==> config.mk <==
export PLATFORM = sky130hd
export DESIGN_NAME = gain_ramp_ctrl_flat
export DESIGN_NICKNAME = d
export VERILOG_FILES = /design/src/rtl/gain_ramp_pkg.sv /design/src/rtl/gain_ramp_if.sv /design/src/rtl/gain_ramp_beat_cnt.sv /design/src/rtl/gain_ramp_ctrl.sv /design/src/flat_wrapper.sv
export SDC_FILE = /design/constraint.sdc
export NUM_CORES = 1
export LEC_CHECK = 0
export BUFFER_PORTS_ARGS = -buffer_cell sky130_fd_sc_hd__buf_2
export CORE_UTILIZATION = 47
export DETAILED_ROUTE_END_ITERATION = 12
export PLACE_DENSITY = 0.77
export SYNTH_ARGS = -nofsm -noshare
export SYNTH_HDL_FRONTEND = slang
export SYNTH_SLANG_ARGS = --single-unit
==> constraint.sdc <==
create_clock -name clk -period 12.2 [get_ports clk]
set_clock_uncertainty 0.2 [all_clocks]
set_input_delay 0.61 -clock clk [delete_from_list [all_inputs] [get_ports clk]]
set_output_delay 0.61 -clock clk [all_outputs]
set_load 0.02 [all_outputs]
==> src/rtl/gain_ramp_pkg.sv <==
// Shared types and the step arithmetic for the gain ramp sequencer.
// Step math is done in 32-bit int so target-current never overflows for GAIN_W < 32.
package gain_ramp_pkg;

    localparam int GAIN_W_DEF = 16;

    typedef logic signed [GAIN_W_DEF-1:0] gain_t;

    typedef enum logic [1:0] {
        IDLE = 2'd0,
        RAMP = 2'd1,
        JUMP = 2'd2
    } ramp_state_e;

    // Next gain after one step toward target; lands exactly on target when within one step.
    function automatic int sat_step(input int current, input int target, input int step);
        int diff;
        diff = target - current;
        if ((diff <= step) && (diff >= -step)) begin
            return target;
        end else if (diff > 0) begin
            return current + step;
        end else begin
            return current - step;
        end
    endfunction

endpackage

==> src/rtl/gain_ramp_if.sv <==
// Target handshake plus the observed datapath input stream of the gain block.
interface gain_ramp_if #(
    parameter int GAIN_W = 16
);
    logic signed [GAIN_W-1:0] s_target_tdata;
    logic                     s_target_tvalid;
    logic                     s_target_tready;
    logic                     mon_tvalid;
    logic                     mon_tready;
    logic                     mon_tlast;

    modport master (
        output s_target_tdata, s_target_tvalid, mon_tvalid, mon_tready, mon_tlast,
        input  s_target_tready
    );

    modport slave (
        input  s_target_tdata, s_target_tvalid, mon_tvalid, mon_tready, mon_tlast,
        output s_target_tready
    );
endinterface

==> src/rtl/gain_ramp_beat_cnt.sv <==
// Interval counter: step_tick fires on the qualifying beat that completes max(interval,1) beats.
// With GAIN_RAMP_PKT_ALIGN_EN defined only tlast beats qualify, so the count is in packets.
module gain_ramp_beat_cnt #(
    parameter int INTERVAL_W = 16
) (
    input  logic                  clk,
    input  logic                  rst,
    input  logic                  beat,
    input  logic                  tlast,
    input  logic                  en,
    input  logic                  clr,
    input  logic [INTERVAL_W-1:0] interval,
    output logic                  qual_beat,
    output logic                  step_tick
);
    logic [INTERVAL_W-1:0] cnt_q, cnt_d;
    logic [INTERVAL_W-1:0] last_cnt;

`ifdef GAIN_RAMP_PKT_ALIGN_EN
    assign qual_beat = beat && tlast;
`else
    logic unused_tlast;
    assign unused_tlast = tlast;
    assign qual_beat    = beat;
`endif

    assign last_cnt  = (interval == '0) ? '0 : interval - INTERVAL_W'(1);
    assign step_tick = en && qual_beat && (cnt_q == last_cnt);

    always_comb begin
        cnt_d = cnt_q;
        if (clr) begin
            cnt_d = '0;
        end else if (en && qual_beat) begin
            cnt_d = (cnt_q == last_cnt) ? '0 : cnt_q + INTERVAL_W'(1);
        end
    end

    always_ff @(posedge clk) begin
        if (rst) begin
            cnt_q <= '0;
        end else begin
            cnt_q <= cnt_d;
        end
    end
endmodule

==> src/rtl/gain_ramp_ctrl.sv <==
// Gain ramp sequencer: moves gain_out toward the accepted target on datapath sample beats.
// Optional packet alignment of updates via GAIN_RAMP_PKT_ALIGN_EN (see gain_ramp_beat_cnt).
//   state | meaning
//   IDLE  | gain_out == target, waiting for a new target
//   RAMP  | stepping gain_out toward target every interval beats
//   JUMP  | step is 0, load target on the next beat (or at once if no traffic yet)
module gain_ramp_ctrl
    import gain_ramp_pkg::*;
#(
    parameter int GAIN_W     = 16,
    parameter int INIT_GAIN  = 1,
    parameter int INTERVAL_W = 16
) (
    input  logic                     clk,
    input  logic                     rst,
    gain_ramp_if.slave               bus,
    input  logic [GAIN_W-2:0]        cfg_step,
    input  logic [INTERVAL_W-1:0]    cfg_interval,
    output logic signed [GAIN_W-1:0] gain_out,
    output logic                     ramp_active,
    output logic                     ramp_done
);
    ramp_state_e              state_q, state_d;
    logic signed [GAIN_W-1:0] gain_q, gain_d;
    logic signed [GAIN_W-1:0] target_q, target_d;
    logic signed [GAIN_W-1:0] eff_target;
    logic                     done_q, done_d;
    logic                     seen_q, seen_d;
    logic                     beat, qual_beat, step_tick;
    logic                     cnt_clr, jump_fire, tgt_acc;

    assign beat = bus.mon_tvalid && bus.mon_tready;

    gain_ramp_beat_cnt #(
        .INTERVAL_W (INTERVAL_W)
    ) u_beat_cnt (
        .clk       (clk),
        .rst       (rst),
        .beat      (beat),
        .tlast     (bus.mon_tlast),
        .en        (state_q == RAMP),
        .clr       (cnt_clr),
        .interval  (cfg_interval),
        .qual_beat (qual_beat),
        .step_tick (step_tick)
    );

    // Before any traffic there is no sample to align to, so a jump applies immediately.
    assign jump_fire           = (state_q == JUMP) && (qual_beat || !seen_q);
    assign bus.s_target_tready = !jump_fire;
    assign tgt_acc             = bus.s_target_tvalid && !jump_fire;
    assign eff_target          = tgt_acc ? bus.s_target_tdata : target_q;

    always_comb begin
        state_d  = state_q;
        gain_d   = gain_q;
        target_d = eff_target;
        done_d   = 1'b0;
        cnt_clr  = 1'b0;
        seen_d   = seen_q || beat;
        unique case (state_q)
            IDLE: begin
                if (tgt_acc && (bus.s_target_tdata != gain_q)) begin
                    if (cfg_step == '0) begin
                        state_d = JUMP;
                    end else begin
                        state_d = RAMP;
                        cnt_clr = 1'b1;
                    end
                end
            end
            JUMP: begin
                if (jump_fire) begin
                    gain_d  = target_q;
                    done_d  = 1'b1;
                    state_d = IDLE;
                end
            end
            RAMP: begin
                if (step_tick) begin
                    gain_d = GAIN_W'(sat_step(int'(gain_q), int'(eff_target),
                                              int'({1'b0, cfg_step})));
                    if (gain_d == eff_target) begin
                        done_d  = 1'b1;
                        state_d = IDLE;
                    end
                end
            end
            default: state_d = IDLE;
        endcase
    end

    always_ff @(posedge clk) begin
        if (rst) begin
            state_q  <= IDLE;
            gain_q   <= GAIN_W'(INIT_GAIN);
            target_q <= GAIN_W'(INIT_GAIN);
            done_q   <= 1'b0;
            seen_q   <= 1'b0;
        end else begin
            state_q  <= state_d;
            gain_q   <= gain_d;
            target_q <= target_d;
            done_q   <= done_d;
            seen_q   <= seen_d;
        end
    end

    assign gain_out    = gain_q;
    assign ramp_active = (state_q != IDLE);
    assign ramp_done   = done_q;
endmodule

==> src/flat_wrapper.sv <==
// flat-port wrapper written by rule: the top's interface ports become plain ports
module gain_ramp_ctrl_flat import gain_ramp_pkg::*;
#(
    parameter int GAIN_W     = 16,
    parameter int INIT_GAIN  = 1,
    parameter int INTERVAL_W = 16
)
  (clk, rst, cfg_step, cfg_interval, gain_out, ramp_active, ramp_done, bus_s_target_tdata, bus_s_target_tvalid, bus_mon_tvalid, bus_mon_tready, bus_mon_tlast, bus_s_target_tready);
  gain_ramp_if #(.GAIN_W(GAIN_W)) bus_i ();
  input  logic clk;
  input  logic rst;
  input  logic [GAIN_W-2:0] cfg_step;
  input  logic [INTERVAL_W-1:0] cfg_interval;
  output logic signed [GAIN_W-1:0] gain_out;
  output logic ramp_active;
  output logic ramp_done;
  input wire logic [$bits(bus_i.s_target_tdata)-1:0] bus_s_target_tdata;
  input wire logic [$bits(bus_i.s_target_tvalid)-1:0] bus_s_target_tvalid;
  input wire logic [$bits(bus_i.mon_tvalid)-1:0] bus_mon_tvalid;
  input wire logic [$bits(bus_i.mon_tready)-1:0] bus_mon_tready;
  input wire logic [$bits(bus_i.mon_tlast)-1:0] bus_mon_tlast;
  output wire logic [$bits(bus_i.s_target_tready)-1:0] bus_s_target_tready;
  assign bus_i.s_target_tdata = bus_s_target_tdata;
  assign bus_i.s_target_tvalid = bus_s_target_tvalid;
  assign bus_i.mon_tvalid = bus_mon_tvalid;
  assign bus_i.mon_tready = bus_mon_tready;
  assign bus_i.mon_tlast = bus_mon_tlast;
  assign bus_s_target_tready = bus_i.s_target_tready;
  gain_ramp_ctrl #(.GAIN_W(GAIN_W), .INIT_GAIN(INIT_GAIN), .INTERVAL_W(INTERVAL_W)) u_core (.clk(clk), .rst(rst), .bus(bus_i), .cfg_step(cfg_step), .cfg_interval(cfg_interval), .gain_out(gain_out), .ramp_active(ramp_active), .ramp_done(ramp_done));
endmodule
Word level (Yosys, flattened, before mapping)
Index checks and enable logic that the tools add are counted.
- equal/unequal tests: 9
- reduce and logical (&&, ||, !) cells: 19
- magnitude comparators: 3
- mux-type cells: 23
- add/sub/neg operators: 6
- operator list (operator ; number):
    two-way mux 16 bit ; 9
    == test 16 bit ; 2
    >= comparator 32 bit ; 1
    > comparator 32 x 1 -> 1 bit (second input constant) ; 1
    less-or-equal comparator 32 x 16 -> 1 bit ; 1
    negator 15 -> 32 bit ; 1
    one-hot mux 16 bit (2 select lines) ; 1
    subtractor 16 x 16 -> 17 bit ; 1
    adder 16 x 1 -> 16 bit (second input constant) ; 1
    adder 16 bit ; 1
    zero test 16 bit ; 1
    != test 16 bit ; 1
    subtractor 16 x 1 -> 16 bit (second input constant) ; 1
    subtractor 16 bit ; 1
    zero test 15 bit ; 1
    two-way mux 2 bit ; 5
    != test 2 x 1 -> 1 bit (second input constant) ; 4
    logical AND 1 bit ; 7
    two-way mux 1 bit ; 6
    one-hot mux 2 bit (3 select lines) ; 1
    AND reduction 4 bit ; 1
    nonzero test 2 bit ; 2
    AND reduction 3 bit ; 1
    == test 2 x 1 -> 1 bit (second input constant) ; 1
    6 further kinds ; 8
- logic and storage cells: 66
- flip-flop bits (word level): 52

Logic depth before layout (Yosys ltp)
Gate-level depths: netlist (run 1).
- word-level depth: 16
- mapped depth: 34
- depth with buffers taken out: 31

Hierarchy
Synthesis (run 1) repeated with hierarchy kept, for this count alone.
- cells, all modules: 1062
- area total of the unflattened synthesis: 7835.0 µm²
- modules (own cells, without submodules) (module ; times used ; area each (µm²) ; cells an instance ; seq. area each (µm²)):
    gain_ramp_ctrl ; 1 ; 6193.4 ; 838 ; 720.7
    gain_ramp_beat_cnt ; 1 ; 1641.6 ; 224 ; 320.3

Worst setup path before layout (run 1)
No wires, ideal clock.
- path type: input-to-reg
- from: input bus_mon_tvalid
- to: register u_core.state_q[0]
- arrival time: 7.969 ns
- setup time: 0.121 ns
- buffers on the path: 1
- path slack: 3.911 ns
- stages: 29
- data required time: 11.879 ns
- cell sequence: a21boi_1 o21ai_2 mux2i_1 ha_1 inv_1 fa_1 a21o_1 a221oi_4 xnor2_1 or4b_1 or4_1 or4_1 or3_4 nand2b_1 buf_2 a21oi_1 xnor2_1 ha_1 and2_1 a221oi_1 nand2_1 xnor3_1 nand3_1 or4_1 or4_1 nand4bb_1 o221ai_2 nand2_1 mux2_2
- word-level cells in the longest chain between the ends: 15
- ends and longest elaborated chain (element ; line ; source):
    from (decl) ; flat_wrapper.sv:19 ; input wire logic [$bits(bus_i.mon_tvalid)-1:0] bus_mon_tvalid;
    logical AND 1 bit (*) ; gain_ramp_ctrl.sv:32 ; assign beat = bus.mon_tvalid && bus.mon_tready;
    logical OR 1 bit ; gain_ramp_ctrl.sv:49 ; assign jump_fire = (state_q == JUMP) && (qual_beat || !seen_q);
    logical AND 1 bit ; gain_ramp_ctrl.sv:49 ;
    zero test 1 bit ; gain_ramp_ctrl.sv:51 ; assign tgt_acc = bus.s_target_tvalid && !jump_fire;
    logical AND 1 bit ; gain_ramp_ctrl.sv:51 ;
    two-way mux 16 bit ; gain_ramp_ctrl.sv:52 ; assign eff_target = tgt_acc ? bus.s_target_tdata : target_q;
    subtractor 16 x 16 -> 17 bit ; gain_ramp_pkg.sv:18 ; diff = target - current;
    > comparator 32 x 1 -> 1 bit, or another cell as far along ; gain_ramp_pkg.sv:21 ; end else if (diff > 0) begin
    two-way mux 16 bit / logical AND 1 bit (equally long branches) ; gain_ramp_pkg.sv:21, gain_ramp_pkg.sv:19 ;
    two-way mux 16 bit ; gain_ramp_pkg.sv:19 ; if ((diff <= step) && (diff >= -step)) begin
    two-way mux 16 bit ; gain_ramp_ctrl.sv:80 ; if (step_tick) begin
    two-way mux 16 bit ; gain_ramp_ctrl.sv:61 ; unique case (state_q)
    == test 16 bit ; gain_ramp_ctrl.sv:83 ; if (gain_d == eff_target) begin
    != test 2 x 1 -> 1 bit (no source line) ; - ;
    AND reduction 4 bit (no source line) (*) ; - ;
    to (signal assigned) ; gain_ramp_ctrl.sv:101 ; state_q <= state_d;
    to (decl) ; gain_ramp_ctrl.sv:23 ; ramp_state_e state_q, state_d;
Mark *: on every way between the ends. The rest lies on a longest branch, timed or not. The select of a mux whose other input is x is not followed.
A chain may end at the register's enable or synchronous reset.

Worst setup path after layout (run 1)
- from: register u_core.state_q[0]
- to: register u_core.state_q[0]
- word-level cells in the longest chain between the ends: 14
- ends and longest elaborated chain (element ; line):
    == test 2 bit ; gain_ramp_ctrl.sv:49, gain_ramp_ctrl.sv:61
    logical AND 1 bit ; gain_ramp_ctrl.sv:49
    zero test 1 bit ; gain_ramp_ctrl.sv:51
    logical AND 1 bit ; gain_ramp_ctrl.sv:51
    two-way mux 16 bit ; gain_ramp_ctrl.sv:52
    subtractor 16 x 16 -> 17 bit ; gain_ramp_pkg.sv:18
    > comparator 32 x 1 -> 1 bit, or another cell as far along ; gain_ramp_pkg.sv:21
    two-way mux 16 bit / logical AND 1 bit (equally long branches) ; gain_ramp_pkg.sv:21, gain_ramp_pkg.sv:19
    two-way mux 16 bit ; gain_ramp_pkg.sv:19
    two-way mux 16 bit ; gain_ramp_ctrl.sv:80
    two-way mux 16 bit ; gain_ramp_ctrl.sv:61
    == test 16 bit ; gain_ramp_ctrl.sv:83
    != test 2 x 1 -> 1 bit (no source line) ; -
    AND reduction 4 bit (no source line) ; -
Several ways; a longest one is shown, not always the timed one. The select of a mux whose other input is x is not followed.

==> flow_summary_export.csv, run 1 <==
group,metric,value,unit
cts,numCtsBuffers,5,
worst_setup_path,end_kind,"flip-flop",
synthesis,yosysWarnings,0,
timing,maxSlewViolCount,0,
timing,max_freq,101.1,MHz
route,vias,6811,
die,std_cell_rows,44,
cts,cts_buffer_depth,2,
die,core,14480,sq um
synthesis,yosysTopAreaCell,"dfxtp_1",
hold_path,min_from,"u_core.seen_q$_SDFF_PP0_",
route,dr.pass1.iters,5,
place,io_buffers,70,
worst_setup_path,r2r-end,"u_core.state_q[0]$_SDFFE_PP0P_",
run,maxCapViolCount,0,
route,viasPerCell,5.846,
route,drt_wl_total,17990,um
layout,final_util,0.5283,
layout,fin_nets,1118,
worst_setup_path,crit_path_start_kind,"flip-flop",
synthesis,synth-seq-cells,52,
global_route,grt_overflow,0,
cts,clk_pin_slew,0.07,ns
route,drc,0,
synthesis,netlist.area_leader.share,0.1497,
place,gp_congestion,0.9072,
global_route,grt_max_degree,42,
die,die_area,15280,sq um
worst_setup_path,path_class,"flip-flop to flip-flop",
worst_setup_path,slowest_delay,0.74,ns
power_and_ir_drop,ir_drop,0.1199,mV
cts,cts_setup_buffers,0,
layout,final_cell_mix,"nor2_1, ha_1, xnor2_1",
layout,post_route_cells_drive_above_1_share,0.1101,
cts,clk_latency,0.30,ns
worst_setup_path,cp.required,12.20,ns
layout,mostFrequentLayoutCell,"nor2_1",
timing,rsz0062_at_grt,"no",
cts,cts.hold.buffers_added,0,
hold_path,holdPathStages,2,
cts,cts_tree,"yes",
layout,area_growth,10.03,%
layout,antenna_cells,0,
global_route,track_usage,0.2369,
synthesis,syn_area_per_cell,7.523,sq um
timing,period_minus_slack,9.887,ns
timing,setup_tns,0,ns
worst_setup_path,ff2ff_path_depth,30,
synthesis,synth_fp_nets,1062,
cts,cts.sinks,52,
power_and_ir_drop,power_density,170.9,nW/um^2
timing,tightest_slew,0.9187,ns
worst_setup_path,crit_arrival,9.88,ns
hold_path,hold_class,"flip-flop to flip-flop",
die,fp.dieW,123.6,um
synthesis,ys.flop_type,"dfxtp_1",
worst_setup_path,worstPathMaxFanout,16,
worst_setup_path,cp_slowest_cell,"a2111oi_0",
synthesis,synthCells,924,
synthesis,synth.distinct_cells,72,
status,status,"completed",
synthesis,ys_seq_area_frac,0.1497,
global_route,antenna_found_initial,0,
cts,cts_root_buf,"clkbuf_16",
route,postRouteAntennaNets,0,
cts,htree_levels,2,
global_route,grt_pass1_vias,6098,
timing,setup_viol,0,
hold_path,min_to,"u_core.seen_q$_SDFF_PP0_",
place,dpl.hpwl,14530,um
synthesis,synth_edf_count,0,
power_and_ir_drop,leakagePower,3.339,nW
synthesis,synth_area,6952,sq um
cts,cts_repair_resize_count,0,
worst_setup_path,crit_top_cell,"or4_1",
synthesis,synthTopCellsByArea,"dfxtp_1, ha_1, xnor2_1",
worst_setup_path,reg2reg_from,"u_core.state_q[0]$_SDFFE_PP0P_",
timing,slew_headroom,0.3789,
route,wire_per_inst,15.44,um
global_route,grt_pass1_wl,28860,um
die,start_util,0.4801,
die,ioPinCount,72,
die,die_y,123.6,um
timing,final_hold_viol_count,0,
worst_setup_path,rrSetupSlack,2.31,ns
route,drt-initial-drc-count,424,
timing,fin_crit_sh,0.8104,
layout,fillers,1451,
synthesis,async_reset_ff_frac,0,
==> logic make-up after synthesis <==
| group | synth area share |
|---|---|
| multiplexers | 0.04968 |
| AO/OA/AOI/OAI | 0.2082 |
| AND/OR/NAND/NOR | 0.2444 |
| buffers and inverters | 0.05076 |
| flip-flops | 0.1497 |
| XOR/XNOR | 0.1420 |
| adder cells (fa/ha/maj) | 0.1551 |
==> cell type report <==
type | instances | area (sq um) | area share
Timing Repair Buffer | 76 | 395.4 | 0.05169
Clock buffer | 6 | 138.9 | 0.01816
Multi-Input combinational cell | 781 | 5564 | 0.7275
Sequential cell | 52 | 1041 | 0.1361
Inverter | 64 | 240.2 | 0.03141
Tap cell | 184 | 230.2 | 0.03010
Clock inverter | 2 | 38.79 | 0.005071
==> metrics by stage <==
step	cells	hold slack (ns)	setup WS, ns	power, W	instance area [sq um]
after CTS	1165	0.2752	2.338	0.001301	7649
after detailed placement	1157	0.2583	2.262	0.001127	7471
after global routing	1165	0.3181	1.457	0.001419	7649
final	1165	0.2720	2.313	0.001307	7649
after global placement	1157	0.2396	2.387	0.001109	7471
after floorplan	924	0.2305	3.911	0.0009194	6952
==> power breakdown <==
group	internal, W	switching (W)	total, W
combinational	0.000386	0.000543	0.000929
sequential	0.000185	0.0000221	0.000207
clock	0.000103	0.0000678	0.000171
==> synth_stat cells, types with 14 or more instances <==
master / n
a211o_1: 14
a21o_1: 21
a21oi_1: 66
clkbuf_1: 20
dfxtp_1: 52
ha_1: 83
inv_1: 63
mux2i_1: 21
nand2_1: 65
nand3_1: 18
nand4_1: 27
nor2_1: 111
nor2b_1: 17
nor3_1: 21
o21ai_0: 36
xnor2_1: 76
xor2_1: 29
==> critical path, delay by kind of cell, from the launching register on <==
family	cells	cell delay, ns
xor+xnor	2	0.29
flops	1	0.32
simple gates	12	4.07
fa+ha+maj	4	1.27
mux	2	0.81
buf+inv	3	0.22
compound gates	7	2.58
==> layer usage <==
layer | global-route usage | wire, um | vias to the layer above
met5 | 0 | 0 | -
met4 | 0.09639 | 679 | 0
met3 | 0.02793 | 720 | 44
met2 | 0.4208 | 8722 | 172
met1 | 0.2878 | 7869 | 3149
li1 | - | - | 3446
==> worst max-delay path by stage <==
| stage | slack (ns) | end | start | depth (start not counted) |
|---|---|---|---|---|
| 6_report | 2.31 | u_core.state_q[0]$_SDFFE_PP0P_ | u_core.state_q[0]$_SDFFE_PP0P_ | 30 |
| 5_1_grt | 1.46 | u_core.state_q[1]$_SDFFE_PP0P_ | u_core.state_q[0]$_SDFFE_PP0P_ | 30 |
| 4_1_cts | 2.34 | u_core.state_q[0]$_SDFFE_PP0P_ | u_core.state_q[0]$_SDFFE_PP0P_ | 30 |
| 3_5_place_dp | 2.26 | u_core.state_q[0]$_SDFFE_PP0P_ | bus_mon_tvalid | 29 |
| 3_3_place_gp | 2.39 | u_core.state_q[0]$_SDFFE_PP0P_ | bus_mon_tvalid | 29 |
| 2_1_floorplan | 3.91 | u_core.state_q[0]$_SDFFE_PP0P_ | bus_mon_tvalid | 29 |
==> registers in the layout (all words and copies together), names as in the netlist <==
register and count:
u_core.gain_out 16, u_core.ramp_done 1, u_core.target_q 16, u_core.u_beat_cnt.cnt_q 16, u_core.seen_q 1, u_core.state_q 2
Note: power is estimated with default switching activity, not from simulation.
==> run 2: changes to the inputs <==
--- a/config.mk
+++ b/config.mk
@@ -8,7 +8,7 @@
 export BUFFER_PORTS_ARGS = -buffer_cell sky130_fd_sc_hd__buf_2
 export CORE_UTILIZATION = 47
 export DETAILED_ROUTE_END_ITERATION = 12
-export PLACE_DENSITY = 0.77
+export PLACE_DENSITY = 0.8
 export SYNTH_ARGS = -nofsm -noshare
 export SYNTH_HDL_FRONTEND = slang
 export SYNTH_SLANG_ARGS = --single-unit
==> constraint.sdc (replaced) <==
create_clock -name clk -period 8.6 [get_ports clk]
set_clock_uncertainty 0.2 [all_clocks]
set_input_delay 0.43 -clock clk [delete_from_list [all_inputs] [get_ports clk]]
set_output_delay 0.43 -clock clk [all_outputs]
set_load 0.02 [all_outputs]
==> flow_summary_export.csv, run 2 (synthesized netlist as in run 1, its figures left out) <==
group,metric,value,unit
layout,fillers,1379,
route,viasPerCell,5.922,
cts,cts_buffer_depth,2,
cts,cts.sinks,52,
power_and_ir_drop,power.total,0.001934,W
layout,final_cell_mix,"nor2_1, ha_1, xnor2_1",
timing,tightest_slew,1.055,ns
cts,clk_pin_slew,0.07,ns
timing,period_minus_slack,8.315,ns
timing,slew_headroom,0.2965,
power_and_ir_drop,power_density,243.9,nW/um^2
place,gp_congestion,0.9565,
place,dpl_cell_area,7681,sq um
die,std_cell_rows,44,
timing,final_hold_viol_count,0,
layout,fin_nets,1148,
power_and_ir_drop,ir_drop,0.2095,mV
global_route,track_usage,0.2417,
die,core,14480,sq um
global_route,antenna_found_initial,0,
route,wl_met2,9422,um
layout,antenna_cells,0,
route,top_layer_used,"met4",
cts,clk_latency,0.30,ns
route,drt_wl_total,18720,um
route,met1_length,7908,um
route,wire_per_inst,15.67,um
worst_setup_path,cp_slowest_cell,"or4_1",
die,die_y,123.6,um
layout,area_growth,14.09,%
worst_setup_path,end_kind,"flip-flop",
hold_path,hold_class,"input port to flip-flop",
power_and_ir_drop,leakagePower,3.490,nW
global_route,grt_pass1_wl,29300,um
worst_setup_path,crit_arrival,8.31,ns
layout,seq_area,1041,sq um
global_route,grt_overflow,0,
die,start_util,0.4801,
worst_setup_path,cp.required,8.59,ns
timing,setup_viol,0,
route,dr.pass1.iters,5,
die,fp.dieW,123.6,um
layout,mostFrequentLayoutCell,"nor2_1",
route,vias,7077,
global_route,grt_max_degree,42,
timing,maxSlewViolCount,0,
timing,fin_crit_sh,0.9669,
route,drc,0,
global_route,grt_pass1_vias,6342,
cts,htree_levels,2,
layout,design_area,7931,sq um
cts,cts_root_buf,"clkbuf_16",
layout,multiInputGateArea,5643,sq um
status,status,"completed",
die,die_area,15280,sq um
run,maxCapViolCount,0,
worst_setup_path,slowest_delay,0.56,ns
route,drt-initial-drc-count,428,
route,wl_met3,822,um
place,io_buffers,70,
cts,numCtsBuffers,5,
route,postRouteAntennaNets,0,
die,ioPinCount,72,
worst_setup_path,worstPathMaxFanout,8,
layout,post_route_cells_drive_above_1_share,0.1474,
worst_setup_path,path_class,"flip-flop to flip-flop",
place,dpl.hpwl,15080,um
timing,max_freq,120.3,MHz
cts,cts_tree,"yes",
worst_setup_path,crit_path_start_kind,"flip-flop",
==> run 2: changes by cell type in the layout (fill, tap and decap cells not counted), sizes merged <==
cell and delta:
buf +30, inv +1, bufinv -1, clkbuf -1
clkinvlp +1
==> run 2: what timing repair did <==
item,in CTS,in global routing
buffers inserted,0,2
pin swaps,0,4
hold buffers,0,0
gates resized for setup,2,16
hold endpoints to repair,0,0
endpoints found under the setup margin,2,3
==> run 2: through the flow <==
step           setup WS (ns)    util  setup TNS, ns  hold WS (ns)  std cells
2_1_floorplan         0.3766       -              0        0.2305        924
3_3_place_gp         0.03294  0.5305              0        0.2421       1185
3_5_place_dp        -0.06614  0.5305       -0.07932        0.2492       1185
4_1_cts              0.04960  0.5412              0        0.1798       1193
5_1_grt             -0.02621  0.5478       -0.03800        0.2220       1195
6_report              0.2849  0.5478              0        0.1812       1195
==> run 2: final timing paths <==
kind | slack, ns | from | end | cells after the start
max | 0.28 | u_core.state_q[0]$_SDFFE_PP0P_ | u_core.state_q[0]$_SDFFE_PP0P_ | 30
min | 0.18 | bus_mon_tready | u_core.seen_q$_SDFF_PP0_ | 3
max reg2reg | 0.28 | u_core.state_q[0]$_SDFFE_PP0P_ | u_core.state_q[0]$_SDFFE_PP0P_ | 30
min reg2reg | 0.26 | u_core.seen_q$_SDFF_PP0_ | u_core.seen_q$_SDFF_PP0_ | 2
==> run 2: where the power goes <==
group          total, W  switching [W]  internal, W  leakage (nW)
Clock          0.000210      0.0000994     0.000111        0.0719
Sequential     0.000295      0.0000317     0.000263         0.424
Combinational   0.00143       0.000807     0.000623          2.99
==> run 2: worst max-delay path, delay by kind of cell (launching register included) <==
family	cells	cell delay, ns
simple gates	12	3.83
flops	1	0.31
mux	2	0.66
compound gates	5	1.27
fa+ha+maj	3	0.88
buf+inv	4	0.46
xor+xnor	4	0.57
==> run 2: cell type report <==
cell class / instances / share of cell area
timing repair buffer: 106 / 0.07872
sequential: 52 / 0.1313
clock inverter: 3 / 0.003471
clock buffer: 5 / 0.01578
tap: 184 / 0.02903
inverter: 64 / 0.03029
multi-input combinational: 781 / 0.7115
==> run 2: layer usage <==
layer | up-vias | GRT usage
li1 | 3514 | -
met1 | 3309 | 0.2879
met2 | 215 | 0.4406
met3 | 39 | 0.02701
met5 | - | 0
met4 | 0 | 0.09187
